[config.mk]
export PLATFORM = sky130hd
export DESIGN_NAME = uart_fifo_bridge
export DESIGN_NICKNAME = d
export VERILOG_FILES = /design/src/rtl/uart_fifo_bridge.sv
export SDC_FILE = /design/constraint.sdc
export NUM_CORES = 1
export LEC_CHECK = 0
export ABC_AREA = 1
export CAP_MARGIN = 25
export CORE_MARGIN = 5
export CORE_UTILIZATION = 53
export CTS_CLUSTER_DIAMETER = 120
export DETAILED_ROUTE_END_ITERATION = 10
export GPL_ROUTABILITY_DRIVEN = 1
export PLACE_DENSITY = 0.76
export SLEW_MARGIN = 20
export SYNTH_ARGS = -nofsm -noshare
export SYNTH_HDL_FRONTEND = slang
export SYNTH_SLANG_ARGS = --single-unit
[constraint.sdc]
create_clock -name clk -period 2.2 [get_ports clk]
set_clock_uncertainty 0.15 [all_clocks]
set_input_delay 0.22 -clock clk [delete_from_list [all_inputs] [get_ports clk]]
set_output_delay 0.22 -clock clk [all_outputs]
set_load 0.01 [all_outputs]
[src/rtl/uart_fifo_bridge.sv]
// Host-side TX/RX byte FIFOs between the bus and the UART data register.
// TX drains into the core with a we/wait handshake; RX captures eagerly.
module uart_fifo_bridge #(
    parameter int TX_DEPTH = 16,
    parameter int RX_DEPTH = 16
) (
    input  logic                        clk,
    input  logic                        rst,
    input  logic                        tx_we,
    input  logic [7:0]                  tx_di,
    output logic                        tx_full,
    output logic [$clog2(TX_DEPTH):0]   tx_count,
    input  logic                        tx_flush,
    input  logic                        rx_re,
    output logic [7:0]                  rx_do,
    output logic                        rx_valid,
    output logic [$clog2(RX_DEPTH):0]   rx_count,
    input  logic                        rx_flush,
    output logic                        rx_overrun,
    input  logic                        clr_overrun,
    output logic                        uart_dat_we,
    output logic [7:0]                  uart_dat_di,
    input  logic                        uart_dat_wait,
    output logic                        uart_dat_re,
    input  logic [31:0]                 uart_dat_do
);

    localparam int TAW = $clog2(TX_DEPTH);
    localparam int RAW = $clog2(RX_DEPTH);
    localparam int TCW = TAW + 1;
    localparam int RCW = RAW + 1;

    logic [7:0]     tx_mem_q [TX_DEPTH];
    logic [TAW-1:0] tx_wptr_q, tx_wptr_d;
    logic [TAW-1:0] tx_rptr_q, tx_rptr_d;
    logic [TCW-1:0] tx_count_q, tx_count_d;

    logic [7:0]     rx_mem_q [RX_DEPTH];
    logic [RAW-1:0] rx_wptr_q, rx_wptr_d;
    logic [RAW-1:0] rx_rptr_q, rx_rptr_d;
    logic [RCW-1:0] rx_count_q, rx_count_d;
    logic           rx_overrun_q, rx_overrun_d;

    logic tx_empty;
    logic tx_push;
    logic tx_pop;
    logic rx_full;
    logic rx_byte_present;
    logic rx_push;
    logic rx_pop;
    logic ovr_set;

    assign tx_empty = (tx_count_q == '0);
    assign tx_full  = (tx_count_q == TCW'(TX_DEPTH));
    assign tx_count = tx_count_q;

    assign uart_dat_we = !tx_empty && !rst;
    assign uart_dat_di = tx_mem_q[tx_rptr_q];

    // Full is judged on registered state, so a pop this cycle never frees a slot for a push.
    assign tx_push = tx_we && !tx_full;
    assign tx_pop  = uart_dat_we && !uart_dat_wait;

    assign rx_full  = (rx_count_q == RCW'(RX_DEPTH));
    assign rx_valid = (rx_count_q != '0);
    assign rx_count = rx_count_q;
    assign rx_do    = rx_mem_q[rx_rptr_q];

    assign rx_byte_present = (uart_dat_do != 32'hFFFF_FFFF);
    assign uart_dat_re     = rx_byte_present && !rst;

    assign rx_pop  = rx_re && rx_valid;
    assign rx_push = rx_byte_present && (!rx_full || rx_re) && !rx_flush;
    assign ovr_set = rx_byte_present && rx_full && !rx_re && !rx_flush;

    always_comb begin
        tx_wptr_d  = tx_wptr_q;
        tx_rptr_d  = tx_rptr_q;
        tx_count_d = tx_count_q;
        if (tx_push) begin
            tx_wptr_d = tx_wptr_q + TAW'(1);
        end
        if (tx_pop) begin
            tx_rptr_d = tx_rptr_q + TAW'(1);
        end
        case ({tx_push, tx_pop})
            2'b10:   tx_count_d = tx_count_q + TCW'(1);
            2'b01:   tx_count_d = tx_count_q - TCW'(1);
            default: tx_count_d = tx_count_q;
        endcase
        if (tx_flush) begin
            tx_wptr_d  = '0;
            tx_rptr_d  = '0;
            tx_count_d = '0;
        end
    end

    always_comb begin
        rx_wptr_d    = rx_wptr_q;
        rx_rptr_d    = rx_rptr_q;
        rx_count_d   = rx_count_q;
        rx_overrun_d = rx_overrun_q;
        if (rx_push) begin
            rx_wptr_d = rx_wptr_q + RAW'(1);
        end
        if (rx_pop) begin
            rx_rptr_d = rx_rptr_q + RAW'(1);
        end
        case ({rx_push, rx_pop})
            2'b10:   rx_count_d = rx_count_q + RCW'(1);
            2'b01:   rx_count_d = rx_count_q - RCW'(1);
            default: rx_count_d = rx_count_q;
        endcase
        if (rx_flush) begin
            rx_wptr_d  = '0;
            rx_rptr_d  = '0;
            rx_count_d = '0;
        end
        if (ovr_set) begin
            rx_overrun_d = 1'b1;
        end else if (clr_overrun) begin
            rx_overrun_d = 1'b0;
        end
    end

    assign rx_overrun = rx_overrun_q;

    always_ff @(posedge clk) begin
        if (rst) begin
            tx_wptr_q    <= '0;
            tx_rptr_q    <= '0;
            tx_count_q   <= '0;
            rx_wptr_q    <= '0;
            rx_rptr_q    <= '0;
            rx_count_q   <= '0;
            rx_overrun_q <= 1'b0;
        end else begin
            tx_wptr_q    <= tx_wptr_d;
            tx_rptr_q    <= tx_rptr_d;
            tx_count_q   <= tx_count_d;
            rx_wptr_q    <= rx_wptr_d;
            rx_rptr_q    <= rx_rptr_d;
            rx_count_q   <= rx_count_d;
            rx_overrun_q <= rx_overrun_d;
        end
    end

    always_ff @(posedge clk) begin
        if (!rst && tx_push && !tx_flush) begin
            tx_mem_q[tx_wptr_q] <= tx_di;
        end
        if (!rst && rx_push) begin
            rx_mem_q[rx_wptr_q] <= uart_dat_do[7:0];
        end
    end

endmodule

==> results of run 1 <==
## routing by layer
layer,GRT usage (%),part of all wire (%)
met1,29.5,39
met2,36.0,49
met5,0,0
met4,8.27,3.1
met3,4.44,9.1
## through the flow
step	total power, uW	setup TNS, ns	hold slack (ns)	instances	util (%)
final	11500	-1.23	0.117	1612	67.7
after global routing	11800	-2.52	0.135	1612	67.7
after CTS	11400	-0.842	0.104	1605	66.2
after detailed placement	7010	-53.58	0.326	1536	60.2
after global placement	6990	-50.71	0.313	1536	60.2
after floorplan	6560	0	0.169	1120	-
## sequential cells by signal (all words and copies together) (netlist names), named ones only
name        count
rx_mem_q      128
tx_mem_q      128
rx_count        5
tx_count        5
rx_rptr_q       4
rx_wptr_q       4
tx_rptr_q       4
tx_wptr_q       4
rx_overrun      1
## repair_timing
action,in CTS,in global routing
resized for setup,165,66
setup endpoints to repair,18,32
gates cloned,10,6
setup buffers,10,2
pin swaps,71,46
## cell type report
type	count	area, um2
clock buffer	33	708
clock inverter	16	120
fill	1576	7540
inverter	169	638
multi-input combinational	607	3500
sequential	291	8410
tap	319	399
timing repair buffer	177	2020
## critical path, delay by kind of cell (launching register included)
family | cells | cell delay, ns
AOI/OAI and AO/OA | 2 | 0.25
and+or+nand+nor | 3 | 0.33
buffers and inverters | 3 | 0.48
DFF | 1 | 0.38
## final timing paths
check              start           to  slack, ns  cells after the start
max reg2reg  tx_count[2]  tx_count[4]       0.09                     12
min reg2reg   rx_overrun   rx_overrun       0.33                      2
min          clr_overrun   rx_overrun       0.12                      2
max            flip-flop     rx_do[3]      -0.14                      8
## cell families after synthesis
family          share of synthesized area, %
buf+inv                                 7.35
flops                                   67.2
xor+xnor                               0.702
compound gates                          10.9
fa+ha+maj                               2.13
simple gates                            11.7
## report_power, final
part	total [uW]	switching, uW	internal, uW
clock network	4380	1960	2420
logic	1020	539	481
registers	6060	24.6	6040
total	11500	2520	8940
## cell usage in the layout (no fill, tap or decap), drive strengths merged
cell type	n
clkdlybuf4s50	60
nand3	111
nor2	56
o21bai	1
buf	110
clkbuf	38
nand3b	1
dlygate4sd2	2
xor2	7
fa	2
clkinv	11
xnor2	3
nor3	5
bufinv	1
inv	169
or2	1
a21oi	93
o21ai	80
o211ai	65
edfxtp	256
nand4	3
nand2	160
ha	18
clkinvlp	4
nand2b	1
dfxtp	35
==> metrics.md, run 1 <==
| Metric | Value |
|---|---|
| Average footprint of a synthesized cell | `between 10 and 15 um2` |
| Depth of the CTS H-tree | `1` |
| Main area contributors after synthesis | `sky130_fd_sc_hd__edfxtp_1, sky130_fd_sc_hd__dfxtp_1, sky130_fd_sc_hd__inv_1` |
| Standard-cell rows | `56` |
| Cells traversed along the worst timing path | `clkbuf_16, clkbuf_16, a21oi_1, o21ai_1, nand3_1, nand3_2, nand2_1, buf_2` |
| Asr flop ratio synth | `0%` |
| Top-count cell post-synth | `sky130_fd_sc_hd__edfxtp_1` |
| Total count of max-transition violations in the final report | `0` |
| Cell with the largest stage delay on the worst path | `sky130_fd_sc_hd__dfxtp_4` |
| Share of synthesized area occupied by flip-flops and latches | `around two thirds` |
| Worst Setup Start Kind | `flip-flop` |
| Library cell with the largest summed area after synthesis | `sky130_fd_sc_hd__edfxtp_1` |
| Critical Path Max Stage Delay | `0.38 ns` |
| Clock Root Buffer | `sky130_fd_sc_hd__clkbuf_16` |
| Worst ir drop on vdd | `about 570 uV` |
| Tmin final | `between 2 and 2.5 ns` |
| Kind of capture point of the worst setup path | `output port` |
| Final routed wire length divided by cell count | `~19 um` |
| Critical path data arrival time | `1.97 ns` |
| Port buffer count | `between 70 and 80` |
| Last weighted congestion value of the routability-driven placer | `approximately 0.86` |
| Min-delay worst type | `input port to flip-flop` |
| Portion of the clock cycle consumed by the worst path in the final layout | `106%` |
| Maximum number of pins on one net before global-route repair | `53` |
| Worst Path Max Fanout | `6` |
| Syn Nets | `about 1,200` |
| Leakage Power | `0.00576 uW` |
| Top cells by instance count after synthesis | `sky130_fd_sc_hd__edfxtp_1, sky130_fd_sc_hd__inv_1, sky130_fd_sc_hd__nand2_1, sky130_fd_sc_hd__nand3_1, sky130_fd_sc_hd__a21oi_1` |
| Setup slack at placement | `-0.504 ns` |
| Vias in the first global route | `around 8,900` |
| Final setup violating endpoints | `16` |
| Number of nets at the end of the flow | `about 1,300` |
| Post-layout worst setup margin | `-0.136 ns` |
| Number of unique standard cell types used by synthesis | `29` |
| EDFF count, synth | `about 260` |
| Sink Count | `between 200 and 300` |
| Initial standard-cell utilization of the core | `between 50% and 60%` |
| Overflow after GRT | `0` |
| Gate count of the mapped netlist | `1,120` |
| Via-per-instance ratio | `between 5 and 6` |
| Power per standard cell area | `726 nW/um2` |
| DR pass1 iterations | `6` |
| Unrepaired setup endpoints after global routing | `yes` |
| Outcome | `finished with violations` |
| Die height | `163 um` |
| TritonCTS clock tree | `done` |
| Clk buf depth | `3` |
| DRT antenna net count | `0` |
| Total inserted antenna cells | `0` |
| Critical Path Most Common Cell | `sky130_fd_sc_hd__clkbuf_16` |
| Transition at the pin with the smallest max-transition slack | `0.789 ns` |
| Horizontal die dimension | `163 um` |
| Maximum capacitance violations | `0` |
| Highest achievable clock rate | `between 400 and 500 MHz` |
| TritonCTS Buffers | `27` |
| Standard cell core area | `around 23,000 um2` |
| Category of the most critical setup path | `flip-flop to output port` |
| Estimated wirelength of the detail-placed design | `between 15,000 and 20,000 um` |
| Number of synthesized register bits | `291` |
| Floorplan die area | `about 27,000 um2` |
| Primary flip-flop cell chosen by synthesis mapping | `sky130_fd_sc_hd__edfxtp_1` |
| Final hold violation count | `0` |
| Latest clock arrival within the worst-skew pair | `approximately 0.53 ns` |
| Area of placed instances | `14,000 um2` |
| Failing checks | `negative setup slack` |
| Hold-fix buffers at CTS | `0` |
| Initial antenna violation count | `0` |
| Number of placed I/O pins | `79` |
| Synth-to-layout area growth | `26.5%` |
| Netlist area before placement | `~12,000 um2` |
| Worst Path Required | `around 1.8 ns` |
| Total routing usage reported by global routing | `22.1%` |
| Ratio of cells with drive above 1 in the final layout | `20.0%` |
| DR DRC count | `0` |
| Worst relative slew slack | `47.2%` |
| Clock edge transition at the registers on the reported setup and hold paths | `~0.06 ns` |
| Cell area after layout | `around 16,000 um2` |
| DRC marker count from the first detailed-route iteration | `752` |
| Wirelength, routed | `29,900 um` |
| Vias | `about 9,000` |
| Yosys top cell area share | `61.6%` |
| Yosys warnings | `0` |
| First-pass GRT wire length | `between 40,000 and 50,000 um` |
(Power assumes the default switching activity.)
==> run 2: changes to the inputs <==
==> constraint.sdc (replaced) <==
create_clock -name clk -period 1.95 [get_ports clk]
set_clock_uncertainty 0.15 [all_clocks]
set_input_delay 0.195 -clock clk [delete_from_list [all_inputs] [get_ports clk]]
set_output_delay 0.195 -clock clk [all_outputs]
set_load 0.01 [all_outputs]
==> run 2 against run 1 <==
  * The flow still finishes with violations (negative setup slack)
  * Total power grew 21%
  * Non-clock buffer count grew 44
  * Global-route usage grew 2.0 points
  * Register-to-register slack lost 0.22 ns
  * First-iteration DRC count grew 55%
  * Sequential share of layout area shrank 2.5 points
  * Critical path type unchanged
  * Combinational power grew 27%
  * Die area is the same
  * Clock power grew 31%
  * Highest routed layer unchanged
  * Flip-flop and latch count is the same
  * Worst setup slack lost 0.27 ns
==> metrics.md, run 2 (same netlist as run 1, synthesis figures left out) <==
| Metric | Value |
|---|---|
| Outcome | `finished with violations` |
| Failing checks | `negative setup slack` |
| Overflow after GRT | `0 (unchanged)` |
| Unrepaired setup endpoints after global routing | `yes` |
| Wirelength, routed | `33,500 um (+12%)` |
| TritonCTS Buffers | `30 (+11%)` |
| Cells traversed along the worst timing path | `buf_8, o211ai_1, nand3_1, nand3_1, nand2_1, buf_2` |
| Category of the most critical setup path | `flip-flop to output port` |
| Vias | `9,635 (+7.3%)` |
| Last weighted congestion value of the routability-driven placer | `0.868 (+1.3%)` |
| Worst ir drop on vdd | `730 uV (+27%)` |
| Worst relative slew slack | `62.0% (+15 points)` |
| Sink Count | `291 (unchanged)` |
| Critical Path Max Stage Delay | `0.39 ns (about the same)` |
| Synth-to-layout area growth | `33.2%` |
| Number of placed I/O pins | `79 (unchanged)` |
| Tmin final | `2.36 ns` |
| Power per standard cell area | `834 nW/um2 (+15%)` |
| Post-route setup TNS | `-6.02 ns (-4.79 ns)` |
| Maximum number of pins on one net before global-route repair | `38 (-28%)` |
| Clock edge transition at the registers on the reported setup and hold paths | `0.06 ns (about the same)` |
| DRC marker count from the first detailed-route iteration | `1,169 (+55%)` |
| Worst Path Max Fanout | `27 (+21)` |
| Final routed wire length divided by cell count | `20.1 um (+8.5%)` |
| DR DRC count | `0 (unchanged)` |
| Latest clock arrival within the worst-skew pair | `0.55 ns (+0.02 ns)` |
| Estimated wirelength of the detail-placed design | `18,500 um (+3.4%)` |
| Clock Root Buffer | `sky130_fd_sc_hd__clkbuf_16` |
| Fillers | `1,435 (-8.9%)` |
| Depth of the CTS H-tree | `1 (unchanged)` |
| Startpoint of the worst hold path | `clr_overrun` |
| Transition at the pin with the smallest max-transition slack | `0.568 ns (-0.221 ns)` |
| Ratio of cells with drive above 1 in the final layout | `26.6% (+6.6 points)` |
| Final hold violation count | `0 (unchanged)` |
| Portion of the clock cycle consumed by the worst path in the final layout | `121%` |
| Total inserted antenna cells | `0 (unchanged)` |
| Leading cell type in the layout, fill and taps excluded | `sky130_fd_sc_hd__edfxtp_1` |
| Post-layout worst setup margin | `-0.410 ns (-0.273 ns)` |
| Worst Setup Start Kind | `flip-flop` |
| Worst path top cell family by delay | `compound AO/OA/AOI/OAI gates` |
| Standard cell core area | `23,300 um2 (unchanged)` |
| Total routing usage reported by global routing | `24.0% (+2.0 points)` |
| Number of nets at the end of the flow | `1,388 (+3.5%)` |
| First-pass GRT wire length | `50,500 um (+9.8%)` |
| Commonest cells after routing, fill and taps aside | `sky130_fd_sc_hd__edfxtp_1, sky130_fd_sc_hd__inv_1, sky130_fd_sc_hd__nand2_1` |
| Critical path data arrival time | `2.01 ns (+0.04 ns)` |
| Startpoint of the worst register-to-register path | `rx_count[3]` |
| Leakage Power | `0.00620 uW (+7.7%)` |
| Highest achievable clock rate | `between 400 and 500 MHz` |
| Setup slack at placement | `-0.707 ns (-0.203 ns)` |
| Cell with the largest stage delay on the worst path | `sky130_fd_sc_hd__o211ai_1` |
| Clk buf depth | `3 (unchanged)` |
| Final setup violating endpoints | `23 (+7)` |
| Maximum capacitance violations | `0 (unchanged)` |
| DR pass1 iterations | `6 (unchanged)` |
| Die height | `163 um (unchanged)` |
| Leading registers by flop count | `rx_mem_q (128), tx_mem_q (128)` |
| Standard-cell rows | `56 (unchanged)` |
| Min-delay worst type | `input port to flip-flop` |
| Kind of capture point of the worst setup path | `output port` |
| Port buffer count | `78 (unchanged)` |
| Via-per-instance ratio | `5.80 (+4.0%)` |
| TritonCTS clock tree | `done` |
| DRT antenna net count | `0 (unchanged)` |
| Worst Path Required | `1.60 ns (-0.23 ns)` |
| Worst path bufs/invs | `2 (-1)` |
| Vias in the first global route | `9,545 (+7.5%)` |
| Floorplan die area | `26,700 um2 (unchanged)` |
| Total count of max-transition violations in the final report | `0 (unchanged)` |
| Initial standard-cell utilization of the core | `53.5% (unchanged)` |
| Critical Path Most Common Cell | `sky130_fd_sc_hd__nand3_1` |
| Initial antenna violation count | `0 (unchanged)` |
| Horizontal die dimension | `163 um (unchanged)` |
## run 2: per-layer routing
metal / wire length [um] / share of wire (%) / global-route usage, % / vias up
li1: - / - / - / 4309
met1: 12700 / 38 / 32.4 / 4609
met2: 16200 / 48 / 39.8 / 598
met3: 3330 / 10 / 4.52 / 119
met4: 1160 / 3.5 / 7.66 / 0
met5: 0 / 0 / 0 / -
## run 2: worst paths after layout
| kind | cells past startpoint | to | slack (ns) |
|---|---|---|---|
| worst min-delay path | 2 | rx_overrun | 0.07 |
| worst max-delay path | 6 | rx_do[0] | -0.41 |
| worst max register to register | 13 | rx_count[4] | -0.13 |
| worst min register to register | 2 | rx_overrun | 0.33 |
## run 2: final cells by class
| cell class | count | area, um2 | share of cell area, % |
|---|---|---|---|
| timing repair buffer | 221 | 2410 | 14.5 |
| sequential | 291 | 8430 | 50.7 |
| clock buffer | 41 | 843 | 5.07 |
| tap | 319 | 399 | 2.40 |
| multi-input combinational | 607 | 3750 | 22.5 |
| inverter | 169 | 644 | 3.88 |
| clock inverter | 14 | 149 | 0.896 |
## run 2: stage by stage
stage / hold slack (ns) / power (uW) / utilization (%) / cells / cell area [um2]
after floorplan: 0.144 / 7430 / - / 1120 / 12600
after global placement: 0.312 / 7930 / 61.4 / 1557 / 14300
after detailed placement: 0.318 / 7960 / 61.4 / 1557 / 14300
after CTS: 0.0648 / 13700 / 69.3 / 1653 / 16200
after global routing: 0.0626 / 14300 / 71.3 / 1662 / 16600
final: 0.0739 / 13900 / 71.3 / 1662 / 16600
## run 2: timing repair
action | in CTS | in global routing
gates resized for setup | 219 | 90
gates cloned | 11 | 7
hold buffers | 0 | 0
buffers inserted | 30 | 9
pin swaps | 107 | 71
endpoints found under the setup margin | 75 | 215
## run 2: worst register-to-register path, stage by stage (launching register included)
cell	delay [ns]
sky130_fd_sc_hd__dfxtp_2	0.34
sky130_fd_sc_hd__nor2_4	0.13
sky130_fd_sc_hd__nand4_1	0.16
sky130_fd_sc_hd__nand2_2	0.11
sky130_fd_sc_hd__inv_2	0.05
sky130_fd_sc_hd__ha_4	0.19
sky130_fd_sc_hd__fa_2	0.39
sky130_fd_sc_hd__nand2_2	0.07
sky130_fd_sc_hd__a21oi_2	0.05
sky130_fd_sc_hd__nor2_1	0.08
sky130_fd_sc_hd__nand2_1	0.05
sky130_fd_sc_hd__nand2_1	0.06
sky130_fd_sc_hd__nand2_1	0.05
sky130_fd_sc_hd__a21oi_2	0.13
## run 2: where the power goes
part,switching [uW],total [uW],internal (uW),leakage (uW)
Sequential,32.9,6840,6810,0.00260
Combinational,689,1300,608,0.00313
Clock,2320,5730,3410,0.000481
Total,3050,13900,10800,0.00620
